[src/rtl/mipi_dphy_lane_tx.sv]
// Single-lane D-PHY transmit sequencer: LP-11 -> LP-01 -> LP-00 -> HS-0 -> sync -> payload
// -> trail -> LP-11 exit. Outputs are registered and decoded from the next state.
module mipi_dphy_lane_tx #(
   parameter int T_LPX        = 4,
   parameter int T_HS_PREPARE = 3,
   parameter int T_HS_ZERO    = 10,
   parameter int T_HS_TRAIL   = 6,
   parameter int T_HS_EXIT    = 8
) (
   input  logic       clk_i,
   input  logic       reset_i,
   input  logic       start_i,
   input  logic [7:0] data_i,
   input  logic       data_valid_i,
   output logic       ready_o,
   output logic [1:0] lp_o,
   output logic       hs_en_o,
   output logic [7:0] hs_data_o,
   output logic       busy_o,
   output logic       done_o
);

   typedef enum logic [2:0] {
      S_IDLE, S_LPX, S_PREPARE, S_ZERO, S_SYNC, S_DATA, S_TRAIL, S_EXIT
   } state_t;

   // Counter is loaded with duration-1 so a phase ends when it reads zero; 0 behaves as 1.
   function automatic logic [7:0] load_val(input int t);
      if (t <= 1) return 8'd0;
      return 8'(t - 1);
   endfunction

   localparam logic [7:0] LD_LPX   = load_val(T_LPX);
   localparam logic [7:0] LD_PREP  = load_val(T_HS_PREPARE);
   localparam logic [7:0] LD_ZERO  = load_val(T_HS_ZERO);
   localparam logic [7:0] LD_TRAIL = load_val(T_HS_TRAIL);
   localparam logic [7:0] LD_EXIT  = load_val(T_HS_EXIT);

   state_t     state_q, state_d;
   logic [7:0] cnt_q, cnt_d;
   logic [1:0] lp_q, lp_d;
   logic       hs_en_q, hs_en_d;
   logic [7:0] hs_data_q, hs_data_d;
   logic       ready_q, ready_d;
   logic       busy_q, busy_d;
   logic       done_q, done_d;

   always_ff @(posedge clk_i) begin
      if (reset_i) begin
         state_q   <= S_IDLE;
         cnt_q     <= 8'd0;
         lp_q      <= 2'b11;
         hs_en_q   <= 1'b0;
         hs_data_q <= 8'h00;
         ready_q   <= 1'b0;
         busy_q    <= 1'b0;
         done_q    <= 1'b0;
      end else begin
         state_q   <= state_d;
         cnt_q     <= cnt_d;
         lp_q      <= lp_d;
         hs_en_q   <= hs_en_d;
         hs_data_q <= hs_data_d;
         ready_q   <= ready_d;
         busy_q    <= busy_d;
         done_q    <= done_d;
      end
   end

   always_comb begin
      state_d = state_q;
      case (state_q)
         S_IDLE:    if (start_i) state_d = S_LPX;
         S_LPX:     if (cnt_q == 8'd0) state_d = S_PREPARE;
         S_PREPARE: if (cnt_q == 8'd0) state_d = S_ZERO;
         S_ZERO:    if (cnt_q == 8'd0) state_d = S_SYNC;
         S_SYNC,
         S_DATA:    state_d = data_valid_i ? S_DATA : S_TRAIL;
         S_TRAIL:   if (cnt_q == 8'd0) state_d = S_EXIT;
         S_EXIT:    if (cnt_q == 8'd0) state_d = S_IDLE;
         default:   state_d = S_IDLE;
      endcase
   end

   always_comb begin
      cnt_d = cnt_q;
      if (state_d != state_q) begin
         case (state_d)
            S_LPX:     cnt_d = LD_LPX;
            S_PREPARE: cnt_d = LD_PREP;
            S_ZERO:    cnt_d = LD_ZERO;
            S_TRAIL:   cnt_d = LD_TRAIL;
            S_EXIT:    cnt_d = LD_EXIT;
            default:   cnt_d = 8'd0;
         endcase
      end else if (cnt_q != 8'd0) begin
         cnt_d = cnt_q - 8'd1;
      end
   end

   always_comb begin
      lp_d      = 2'b11;
      hs_en_d   = 1'b0;
      hs_data_d = hs_data_q;
      ready_d   = 1'b0;
      busy_d    = (state_d != S_IDLE);
      done_d    = (state_d == S_IDLE) && (state_q == S_EXIT);
      case (state_d)
         S_LPX:     lp_d = 2'b01;
         S_PREPARE: lp_d = 2'b00;
         S_ZERO: begin
            lp_d      = 2'b00;
            hs_en_d   = 1'b1;
            hs_data_d = 8'h00;
         end
         S_SYNC: begin
            lp_d      = 2'b00;
            hs_en_d   = 1'b1;
            hs_data_d = 8'hB8;
            ready_d   = 1'b1;
         end
         S_DATA: begin
            lp_d      = 2'b00;
            hs_en_d   = 1'b1;
            hs_data_d = data_i;
            ready_d   = 1'b1;
         end
         S_TRAIL: begin
            lp_d    = 2'b00;
            hs_en_d = 1'b1;
            // Trail level is latched once on entry; re-evaluating would toggle it every cycle.
            if (state_q != S_TRAIL) hs_data_d = {8{~hs_data_q[7]}};
         end
         default: ;
      endcase
   end

   assign lp_o      = lp_q;
   assign hs_en_o   = hs_en_q;
   assign hs_data_o = hs_data_q;
   assign ready_o   = ready_q;
   assign busy_o    = busy_q;
   assign done_o    = done_q;

endmodule
[config.mk]
export PLATFORM = sky130hd
export DESIGN_NAME = mipi_dphy_lane_tx
export DESIGN_NICKNAME = d
export VERILOG_FILES = /design/src/rtl/mipi_dphy_lane_tx.sv
export SDC_FILE = /design/constraint.sdc
export NUM_CORES = 1
export LEC_CHECK = 0
export BUFFER_PORTS_ARGS = -buffer_cell sky130_fd_sc_hd__buf_2
export CORE_AREA = 10 10 58 60
export DETAILED_ROUTE_END_ITERATION = 6
export DIE_AREA = 0 0 68 70
export PLACE_DENSITY_LB_ADDON = 0.12
export SYNTH_ARGS = -nofsm -noshare
export SYNTH_HDL_FRONTEND = slang
export SYNTH_SLANG_ARGS = --single-unit
[constraint.sdc]
create_clock -name clk_i -period 5.2 [get_ports clk_i]
set_input_delay 0.26 -clock clk_i [delete_from_list [all_inputs] [get_ports clk_i]]
set_output_delay 0.26 -clock clk_i [all_outputs]
set_load 0.005 [all_outputs]
==> out/metrics.yaml, run 1 <==
clock_network:
  cts_buffers: 3
  cts_hold_buffers: 0
  cts_root_buffer: "clkbuf_4"
  cts.htree.levels: 1
  clk_pin_slew_ps: 130
  cts_tree: "built"
  cts_num_sinks: 25
  ctsResizeCount: 0
  insertion_delay_ps: 320
  cts_buffer_depth: 2
  postCtsSetupRepairBufs: 0
sta:
  finalSetupViolCount: 0
  finalMaxSlewViolations: 0
  worst_slew_pin_slew_ps: 578.1
  rsz0062_at_grt: "no"
  hold_viol_final: 0
  holdWs_ps: 185.1
  post-route-period-util: 0.3943
  fin_setup_tns_ps: 0
  fmax_mhz: 487.7
  period_needed_ps: 2051
  finClkSkew_ps: 1.430
  slew_headroom: 0.6116
floorplanning:
  start_util: 0.5299
  die_height_um: 70
  floorplan.rows: 18
  dieArea_um2: 4760
  num_io_pins: 26
  core_region_area_um2: 2342
  die_w_um: 68
route:
  drc: 0
  vias_per_cell: 5.510
  routed_wl_um: 2796
  wl_per_cell_um: 14.27
  dr.pass1.iters: 4
  dr_total_vias: 1080
  ant_nets: 0
  first_iter_violations: 75
yosys:
  syn-mean-instance-area_um2: 8.560
  synth_top_cell_area_share: 0.4032
  syn-instance-count: 145
  synth_mux_area_frac: 0.02520
  syn_area_um2: 1241
  yosysWarnings: 0
  synth_compound_area_frac: 0.2167
  synth-simple-area-share: 0.2782
  synth_top_family_by_area: "simple AND/OR/NAND/NOR gates"
  synth_cell_type_count: 44
  synth_seq_cells: 25
  ys_top_cells_by_area: "dfxtp_1, nor2_1, nand2_1"
  yosys.area.top_type: "dfxtp_1"
  ys_seq_area_frac: 0.4032
  syn_nets: 158
  synthAdderAreaFrac: 0.01008
  synthXorXnorAreaFrac: 0.02117
setup_path:
  cp_cell_sequence: "inv_1 > ha_1 > nor4b_4 > and2_1 > o22a_4 > nor2_2 > a2111oi_2"
  worst-path-buf-inv: 1
  crit_path_max_fanout: 8
  critical_path.startpoint: "cnt_q[0]"
  crit_type: "reg -> reg"
  critical_path.slowest_cell: "and2_1"
  cp-start-kind: "flop"
  worstPathRequired_ps: 5420
  regToRegStartpoint: "cnt_q[0]"
  crit_family: "simple AND/OR/NAND/NOR gates"
  slowest_delay_ps: 370
  cp.arrival_ps: 2270
  end_kind: "flop"
power:
  internal_power_uw: 413.4
  p_sw_uw: 285.3
  combPwrFrac: 0.473
  p_leak_nw: 0.5905
  pwr-share-seq: 0.401
  pwr-share-clk: 0.125
  p_sw_frac: 0.4084
  ir_drop_uv: 286.6
  power.density_nw_per_um2: 502.6
  power_uw: 698.7
global_route:
  use_met1: 0.1500
  grt_antenna_before_repair: 0
  gr-usage-all-layers: 0.1216
  gr-total-overflow: 0
  grt_max_degree: 21
  grtUsageMet3: 0.02233
  grt_use_met2: 0.2050
  grt_pass1_wl_um: 4761
  grt_pass1_vias: 1043
  busiest_layer: "met2"
layout:
  layout-drive-gt1-share: 0.2410
  area_delta_synth_final_pct: 12.00
  num-nets-final: 180
  diodes: 0
placed_design:
  dp_hpwl_um: 2162
  place_congestion: 0.8431
  io_buffers: 25
status:
  status: "completed"
min_path:
  hp-class: "in -> reg"
  hp-start: "data_i[6]"
run:
  max_cap_violations: 0
==> metrics by stage <==
| step | std cells | setup WS (ps) | util | instance area, um2 |
|---|---|---|---|---|
| 4_1_cts | 196 | 3128 | 0.5935 | 1390 |
| 3_5_place_dp | 192 | 3165 | 0.5817 | 1363 |
| 2_1_floorplan | 145 | 3446 | - | 1241 |
| 5_1_grt | 196 | 2894 | 0.5935 | 1390 |
| 3_3_place_gp | 192 | 3281 | 0.5817 | 1363 |
| 6_report | 196 | 3149 | 0.5935 | 1390 |
==> routing by layer <==
| metal | part of all wire | up-vias |
|---|---|---|
| li1 | - | 560 |
| met5 | 0 | - |
| met2 | 0.52 | 20 |
| met4 | 0.013 | 0 |
| met3 | 0.030 | 4 |
| met1 | 0.44 | 496 |
==> sequential cells by signal (all words and copies together) (netlist names) <==
register and count:
hs_en_o 1, hs_data_o 8, done_o 1, state_q 3, busy_o 1, lp_o 2
ready_o 1, cnt_q 8
==> cells in the mapped netlist (all sizes together) <==
cell	number
nand3	3
buf	5
a211oi	2
a2111oi	2
inv	3
nand3b	1
clkinv	1
nor2b	3
nor2	19
nor3	11
or2	1
a311oi	1
dfxtp	25
a31oi	3
nand2	17
nor3b	1
or3	1
a21oi	8
xnor2	3
mux2	1
a22o	5
o2bb2ai	1
clkbuf	3
o21ai	3
o21a	1
or3b	1
ha	1
mux2i	2
and2	2
nand2b	3
nor4	1
a221oi	4
a211o	2
and3	1
or4b	1
o22a	1
o21bai	1
nor4b	1
==> worst min-delay path, cell delays in order <==
cell,delay [ps]
buf_2,70
a221oi_1,60
nor2_1,80
==> layout make-up <==
type	count	area (um2)
fill	232	952.2
multi-input combinational	108	684.4
sequential	25	500.5
timing repair buffer	25	125.1
tap	30	37.54
clock buffer	3	22.52
inverter	4	15.01
clock inverter	1	5.005
==> path summary, 6_finish.rpt <==
check                           slack (ps)  depth (start not counted)           end
worst max-delay path                  3150                          7      cnt_q[0]
worst min register to register         490                          1  hs_data_o[3]
worst min-delay path                   190                          3  hs_data_o[6]
worst max register to register        3150                          7      cnt_q[0]
==> power groups by stage <==
stage | logic [mW] | clock network (mW) | registers (mW)
2_1_floorplan | 0.302 | 0 | 0.263
3_3_place_gp | 0.326 | 0 | 0.282
3_5_place_dp | 0.331 | 0 | 0.285
4_1_cts | 0.333 | 0.0922 | 0.280
5_1_grt | 0.377 | 0.0978 | 0.288
6_report | 0.331 | 0.0875 | 0.280
==> cells in the final DEF, fill, tap and decap left out, drive strengths merged, types with 2 or more instances in the layout <==
cell	netlist	layout
inv	3	3
a211oi	2	2
buf	5	25
clkbuf	3	3
a31oi	3	3
xnor2	3	3
a2111oi	2	2
mux2i	2	2
nor2	19	19
clkinv	1	2
nor2b	3	3
nor3	11	11
nand2b	3	3
nand3	3	3
and2	2	2
a221oi	4	4
a211o	2	2
o21ai	3	3
nand2	17	17
a22o	5	5
dfxtp	25	25
a21oi	8	8
==> logic make-up after synthesis <==
| logic type | count (synthesis) |
|---|---|
| multiplexers | 3 |
| AO/OA/AOI/OAI | 34 |
| buffers and inverters | 12 |
| AND/OR/NAND/NOR | 67 |
| flip-flops | 25 |
| adder cells (fa/ha/maj) | 1 |
| XOR/XNOR | 3 |
Power figures use the tool's default switching activity.
==> run 2, diff against run 1 <==
--- a/config.mk
+++ b/config.mk
@@ -6,9 +6,9 @@
 export NUM_CORES = 1
 export LEC_CHECK = 0
 export BUFFER_PORTS_ARGS = -buffer_cell sky130_fd_sc_hd__buf_2
-export CORE_AREA = 10 10 58 60
+export CORE_AREA = 10 10 62 64
 export DETAILED_ROUTE_END_ITERATION = 6
-export DIE_AREA = 0 0 68 70
+export DIE_AREA = 0 0 72 74
 export PLACE_DENSITY_LB_ADDON = 0.12
 export SYNTH_ARGS = -nofsm -noshare
 export SYNTH_HDL_FRONTEND = slang
==> constraint.sdc (replaced) <==
create_clock -name clk_i -period 1.8 [get_ports clk_i]
set_input_delay 0.09 -clock clk_i [delete_from_list [all_inputs] [get_ports clk_i]]
set_output_delay 0.09 -clock clk_i [all_outputs]
set_load 0.005 [all_outputs]
==> run 2 against run 1 <==
Effect of this change:
- sequential power rose to 2.8 times the previous value
- worst setup slack got worse by 3100 ps
- first-iteration DRC count fell by 55%
- critical path type unchanged
- critical endpoint is now hs_data_o[7]
- largest power group unchanged
==> out/metrics.yaml, run 2 (synthesized netlist as in run 1, its figures left out) <==
setup_path:
  reg2reg_slack_ps: 30  # -3120 ps
  worst-path-buf-inv: 2  # +1
  cp.arrival_ps: 2000  # -270 ps
  crit_type: "reg -> reg"
  slowest_delay_ps: 350  # -20 ps
  cp-start-kind: "flop"
  r2r_end: "hs_data_o[7]"
  regToRegStartpoint: "cnt_q[1]"
  critical_path.slowest_cell: "dfxtp_2"
  worstPathRequired_ps: 2030  # -3390 ps
  crit_path_max_fanout: 5  # -3
  cp_cell_sequence: "inv_2 > ha_4 > nor4b_4 > buf_4 > nand2_2 > a22o_4 > nor2b_4 > a22o_1"
  end_kind: "flop"
  reg2reg_depth: 8  # +1
  crit_family: "compound AO/OA/AOI/OAI gates"
layout:
  mostFrequentLayoutCell: "buf_2"
  layout-drive-gt1-share: 0.3936  # +0.1527
  fin_util: 0.6170  # +0.02353
  diodes: 0  # unchanged
  area_delta_synth_final_pct: 32.36
  multi_input_area_um2: 769.5  # +12%
  final_area_um2: 1643  # +18%
  mostFrequentLayoutCells: "buf_2, dfxtp_1, buf_4"
  num-nets-final: 202  # +12%
  seq_area_um2: 503.0  # +0.50%
  final.fill_count: 236  # +1.7%
power:
  power.density_nw_per_um2: 1569  # +210%
  p_leak_nw: 0.7153  # +21%
  ir_drop_uv: 936.7  # +230%
  power_mw: 2.578  # +270%
clock_network:
  cts_buffers: 3  # unchanged
  clk_pin_slew_ps: 140  # about the same
  cts_tree: "built"
  cts.htree.levels: 1  # unchanged
  cts_num_sinks: 25  # unchanged
  cts_root_buffer: "clkbuf_4"
  insertion_delay_ps: 330  # about the same
  cts_hold_buffers: 0  # unchanged
  cts_buffer_depth: 2  # unchanged
status:
  status: "completed"
sta:
  fmax_mhz: 566.0  # +16%
  worst_slew_pin_slew_ps: 453.5  # -124.6 ps
  finalSetupViolCount: 0  # unchanged
  finalMaxSlewViolations: 0  # unchanged
  hold_viol_final: 0  # unchanged
  slew_headroom: 0.6953  # +0.08367
  setup_ws_ps: 33.23  # -3116 ps
  holdWs_ps: 4.433  # -180.7 ps
  finClkSkew_ps: 9.548  # +8.118 ps
  rsz0062_at_grt: "yes"
  period_needed_ps: 1767  # -283.7 ps
  post-route-period-util: 0.9815  # +0.5872
global_route:
  use_met1: 0.1382  # -0.01171
  gr-usage-all-layers: 0.1206  # -0.0009619
  grt_antenna_before_repair: 0  # unchanged
  gr-total-overflow: 0  # unchanged
  grt_max_degree: 21  # unchanged
  grt_pass1_vias: 1151  # +10%
  grt_pass1_wl_um: 5313  # +12%
  busiest_layer: "met2"
  grtUsageMet3: 0.02926  # +0.006927
  grt_use_met2: 0.2127  # +0.007776
placed_design:
  pre_cts_ws_ps: -27.34  # -3193 ps
  post_dp_cell_area_um2: 1499  # +10%
  dp_hpwl_um: 2411  # +12%
  io_buffers: 25  # unchanged
  place_congestion: 0.8539  # +1.3%
route:
  first_iter_violations: 34  # -55%
  dr_total_vias: 1186  # +9.8%
  vias_per_cell: 5.416  # -1.7%
  ant_nets: 0  # unchanged
  wl_per_cell_um: 14.94  # +4.7%
  routed_wl_um: 3271  # +17%
  drc: 0  # unchanged
  dr.pass1.iters: 5  # +1
floorplanning:
  num_io_pins: 26  # unchanged
  core_region_area_um2: 2663  # +14%
  start_util: 0.4662  # -0.06375
  die_height_um: 74  # +5.7%
  floorplan.rows: 19  # +1
  dieArea_um2: 5328  # +12%
  die_w_um: 72  # +5.9%
min_path:
  hp-class: "in -> reg"
  hp-start: "data_i[6]"
  hold_depth: 3  # unchanged
  hold_end: "hs_data_o[6]"
run:
  max_cap_violations: 0  # unchanged
==> run 2: cell count changes in the layout (fill, tap and decap cells not counted), moves of 2 or more <==
cell / delta
buf_4: +22
dfxtp_1: -2
dfxtp_2: +2
inv_1: -2
inv_2: +2
==> run 2: timing repair <==
| action | in CTS | in global routing |
|---|---|---|
| gates cloned | 0 | 0 |
| setup endpoints to repair | 8 | 14 |
| pin swaps | 2 | 11 |
| gates resized for setup | 6 | 16 |
| endpoints found under the hold margin | 0 | 0 |
| setup buffers | 1 | 3 |
==> run 2: worst reg2reg max path, cell delays in order, from the launching register on <==
cell and delay (ps):
dfxtp_2 350, inv_2 60, ha_4 130, nor4b_4 200, buf_4 190, nand2_2 70
a22o_4 280, nor2b_4 140, a22o_1 240
==> run 2: stage by stage <==
| step | cells | setup TNS, ps |
|---|---|---|
| global placement | 211 | 0 |
| detailed placement | 211 | -45.65 |
| floorplan | 145 | 0 |
| global route | 219 | -232.9 |
| CTS | 216 | 0 |
| finish | 219 | 0 |
==> run 2: power breakdown <==
group          internal, mW  switching [mW]  leakage (nW)  total, mW
sequential            0.669           0.120         0.204      0.789
combinational         0.804           0.723         0.496       1.53
clock                0.0870           0.175        0.0150      0.262
==> run 2: final cells by class <==
cell class                 count  share of cell area
inverter                       4            0.009139
sequential                    25              0.3062
timing repair buffer          47              0.1767
clock buffer                   4             0.01599
tap                           31             0.02361
multi-input combinational    108              0.4684
==> run 2: worst max path at each step <==
stage	start	end	slack, ps	depth (start not counted)
6_report	cnt_q[1]	hs_data_o[7]	30	8
5_1_grt	cnt_q[1]	hs_data_o[3]	-40	8
4_1_cts	cnt_q[0]	hs_data_o[7]	8	7
3_5_place_dp	cnt_q[0]	hs_data_o[5]	-30	7
3_3_place_gp	cnt_q[0]	hs_data_o[5]	30	7
2_1_floorplan	cnt_q[0]	hs_data_o[5]	50	7
==> run 2: metal layers <==
layer	share of wire	up-vias
met5	0	-
met4	0.018	0
met3	0.033	7
met2	0.51	17
met1	0.44	556
li1	-	606
==> run 3, diff against run 2 <==
--- a/config.mk
+++ b/config.mk
@@ -6,9 +6,9 @@
 export NUM_CORES = 1
 export LEC_CHECK = 0
 export BUFFER_PORTS_ARGS = -buffer_cell sky130_fd_sc_hd__buf_2
-export CORE_AREA = 10 10 62 64
+export CORE_AREA = 10 10 58 60
 export DETAILED_ROUTE_END_ITERATION = 6
-export DIE_AREA = 0 0 72 74
+export DIE_AREA = 0 0 68 70
 export PLACE_DENSITY_LB_ADDON = 0.12
 export SYNTH_ARGS = -nofsm -noshare
 export SYNTH_HDL_FRONTEND = slang
==> constraint.sdc (replaced) <==
create_clock -name clk_i -period 2.27 [get_ports clk_i]
set_input_delay 0.1135 -clock clk_i [delete_from_list [all_inputs] [get_ports clk_i]]
set_output_delay 0.1135 -clock clk_i [all_outputs]
set_load 0.005 [all_outputs]
==> run 3 against run 2 <==
Effect of this change:
- worst hold slack improved by 34 ps
- non-clock buffer count fell by 22
- largest cell class unchanged
- cell count fell by 11%
- routed wire length fell by 15%
- critical endpoint is now hs_data_o[4]
- fmax fell by 12%
- worst setup slack improved by 240 ps
- sequential share of layout area rose by 5.4 points
- register-to-register slack improved by 240 ps
- combinational power fell by 50%
- total power fell by 38%
- utilization fell by 2.3 points
==> out/metrics.yaml, run 3 (synthesized netlist as in run 1, its figures left out) <==
route:
  dr_total_vias: 1080  # -8.9%
  first_iter_violations: 75  # +120%
  routed_wl_um: 2796  # -15%
  vias_per_cell: 5.510  # +1.7%
  ant_nets: 0  # unchanged
  wl_per_cell_um: 14.27  # -4.5%
  drc: 0  # unchanged
  dr.pass1.iters: 4  # -1
sta:
  setup_ws_ps: 272.9  # +239.7 ps
  holdWs_ps: 38.60  # +34.16 ps
  fin_setup_tns_ps: 0  # unchanged
  finalSetupViolCount: 0  # unchanged
  period_needed_ps: 1997  # +230.3 ps
  finClkSkew_ps: 1.430  # -8.118 ps
  fmax_mhz: 500.7  # -12%
  finalMaxSlewViolations: 0  # unchanged
  worst_slew_pin_slew_ps: 578.1  # +124.6 ps
  slew_headroom: 0.6116  # -0.08367
  hold_viol_final: 0  # unchanged
  rsz0062_at_grt: "no"
  post-route-period-util: 0.8798  # -0.1018
layout:
  fin_util: 0.5940  # -0.02299
  instances_no_fill: 196  # -11%
  num-nets-final: 180  # -11%
  layout-drive-gt1-share: 0.2470  # -0.1466
  area_delta_synth_final_pct: 12.10
  diodes: 0  # unchanged
  mostFrequentLayoutCells: "dfxtp_1, buf_2, nor2_1"
setup_path:
  end_kind: "flop"
  slowest_delay_ps: 360  # about the same
  crit_type: "reg -> reg"
  crit_path_max_fanout: 6  # +1
  cpMostUsedCell: "a22o_1"
  critical_path.slowest_cell: "dfxtp_1"
  worstPathRequired_ps: 2500  # +470 ps
  cp.arrival_ps: 2230  # +230 ps
  cp_cell_sequence: "inv_1 > ha_1 > nor4b_4 > nand2_1 > a22o_1 > nor2b_1 > a22o_1"
  cp-start-kind: "flop"
  reg2reg_depth: 7  # -1
global_route:
  grt_antenna_before_repair: 0  # unchanged
  grt_pass1_vias: 1043  # -9.4%
  gr-usage-all-layers: 0.1216  # +0.0009619
  grt_max_degree: 21  # unchanged
  grt_pass1_wl_um: 4761  # -10%
  gr-total-overflow: 0  # unchanged
clock_network:
  insertion_delay_ps: 320  # about the same
  cts_root_buffer: "clkbuf_4"
  cts_buffers: 3  # unchanged
  clk_pin_slew_ps: 130  # about the same
  cts_tree: "built"
  cts_buffer_depth: 2  # unchanged
  cts.htree.levels: 1  # unchanged
  cts_num_sinks: 25  # unchanged
power:
  power.density_nw_per_um2: 1154  # -26%
  p_leak_nw: 0.5911  # -17%
  ir_drop_uv: 657.0  # -30%
floorplanning:
  die_w_um: 68  # -5.6%
  core_region_area_um2: 2342  # -12%
  num_io_pins: 26  # unchanged
  die_height_um: 70  # -5.4%
  dieArea_um2: 4760  # -11%
  floorplan.rows: 18  # -1
  start_util: 0.5299  # +0.06375
placed_design:
  pre_cts_ws_ps: 235.4  # +262.7 ps
  io_buffers: 25  # unchanged
  place_congestion: 0.8432  # -1.3%
  dp_hpwl_um: 2162  # -10%
  dpl.cell_count: 192  # -9.0%
run:
  max_cap_violations: 0  # unchanged
status:
  status: "completed"
min_path:
  hold_depth: 3  # unchanged
  hp-class: "in -> reg"
[run 3: changes by cell type in the layout (fill, tap and decap cells not counted), sizes merged]
cell,delta
buf,-22
clkbuf,-1
clkinv,+1
[run 3: cell type report]
| class | instances | area (um2) |
|---|---|---|
| clock buffer | 3 | 22.52 |
| clock inverter | 1 | 5.005 |
| fill | 231 | 950.9 |
| inverter | 4 | 15.01 |
| multi-input combinational | 108 | 685.7 |
| sequential | 25 | 500.5 |
| tap | 30 | 37.54 |
| timing repair buffer | 25 | 125.1 |
[run 3: routing by layer]
metal / share of wire / global-route usage
met1: 0.44 / 0.1500
met2: 0.52 / 0.2050
met3: 0.030 / 0.02233
met4: 0.013 / 0.03356
met5: 0 / 0
[run 3: repair_timing]
item | in CTS | in global routing
setup buffers | 0 | 0
hold buffers | 0 | 0
endpoints found under the setup margin | 0 | 1
gates resized for setup | 0 | 1
endpoints found under the hold margin | 0 | 0
[run 3: metrics by stage]
stage	instance area, um2	total power [mW]
6_report	1391	1.605
3_5_place_dp	1363	1.410
4_1_cts	1390	1.615
5_1_grt	1391	1.752
3_3_place_gp	1363	1.393
2_1_floorplan	1241	1.295
[run 3: final timing paths]
| check | from | slack (ps) | end |
|---|---|---|---|
| worst max-delay path | cnt_q[0] | 270 | hs_data_o[4] |
| worst min-delay path | data_i[6] | 40 | hs_data_o[6] |
| worst max register to register | cnt_q[0] | 270 | hs_data_o[4] |
| worst min register to register | hs_data_o[3] | 490 | hs_data_o[3] |
[run 3: report_power, final]
part	internal [mW]	switching, mW	total [mW]
combinational	0.358	0.404	0.762
sequential	0.527	0.116	0.643
clock	0.0660	0.134	0.200
total	0.951	0.654	1.61
[run 3: worst max-delay path, delay by kind of cell, from the launching register on]
family          cells  cell delay, ps
compound gates      2             570
fa+ha+maj           1             220
buf+inv             1              60
flops               1             360
simple gates        3             710
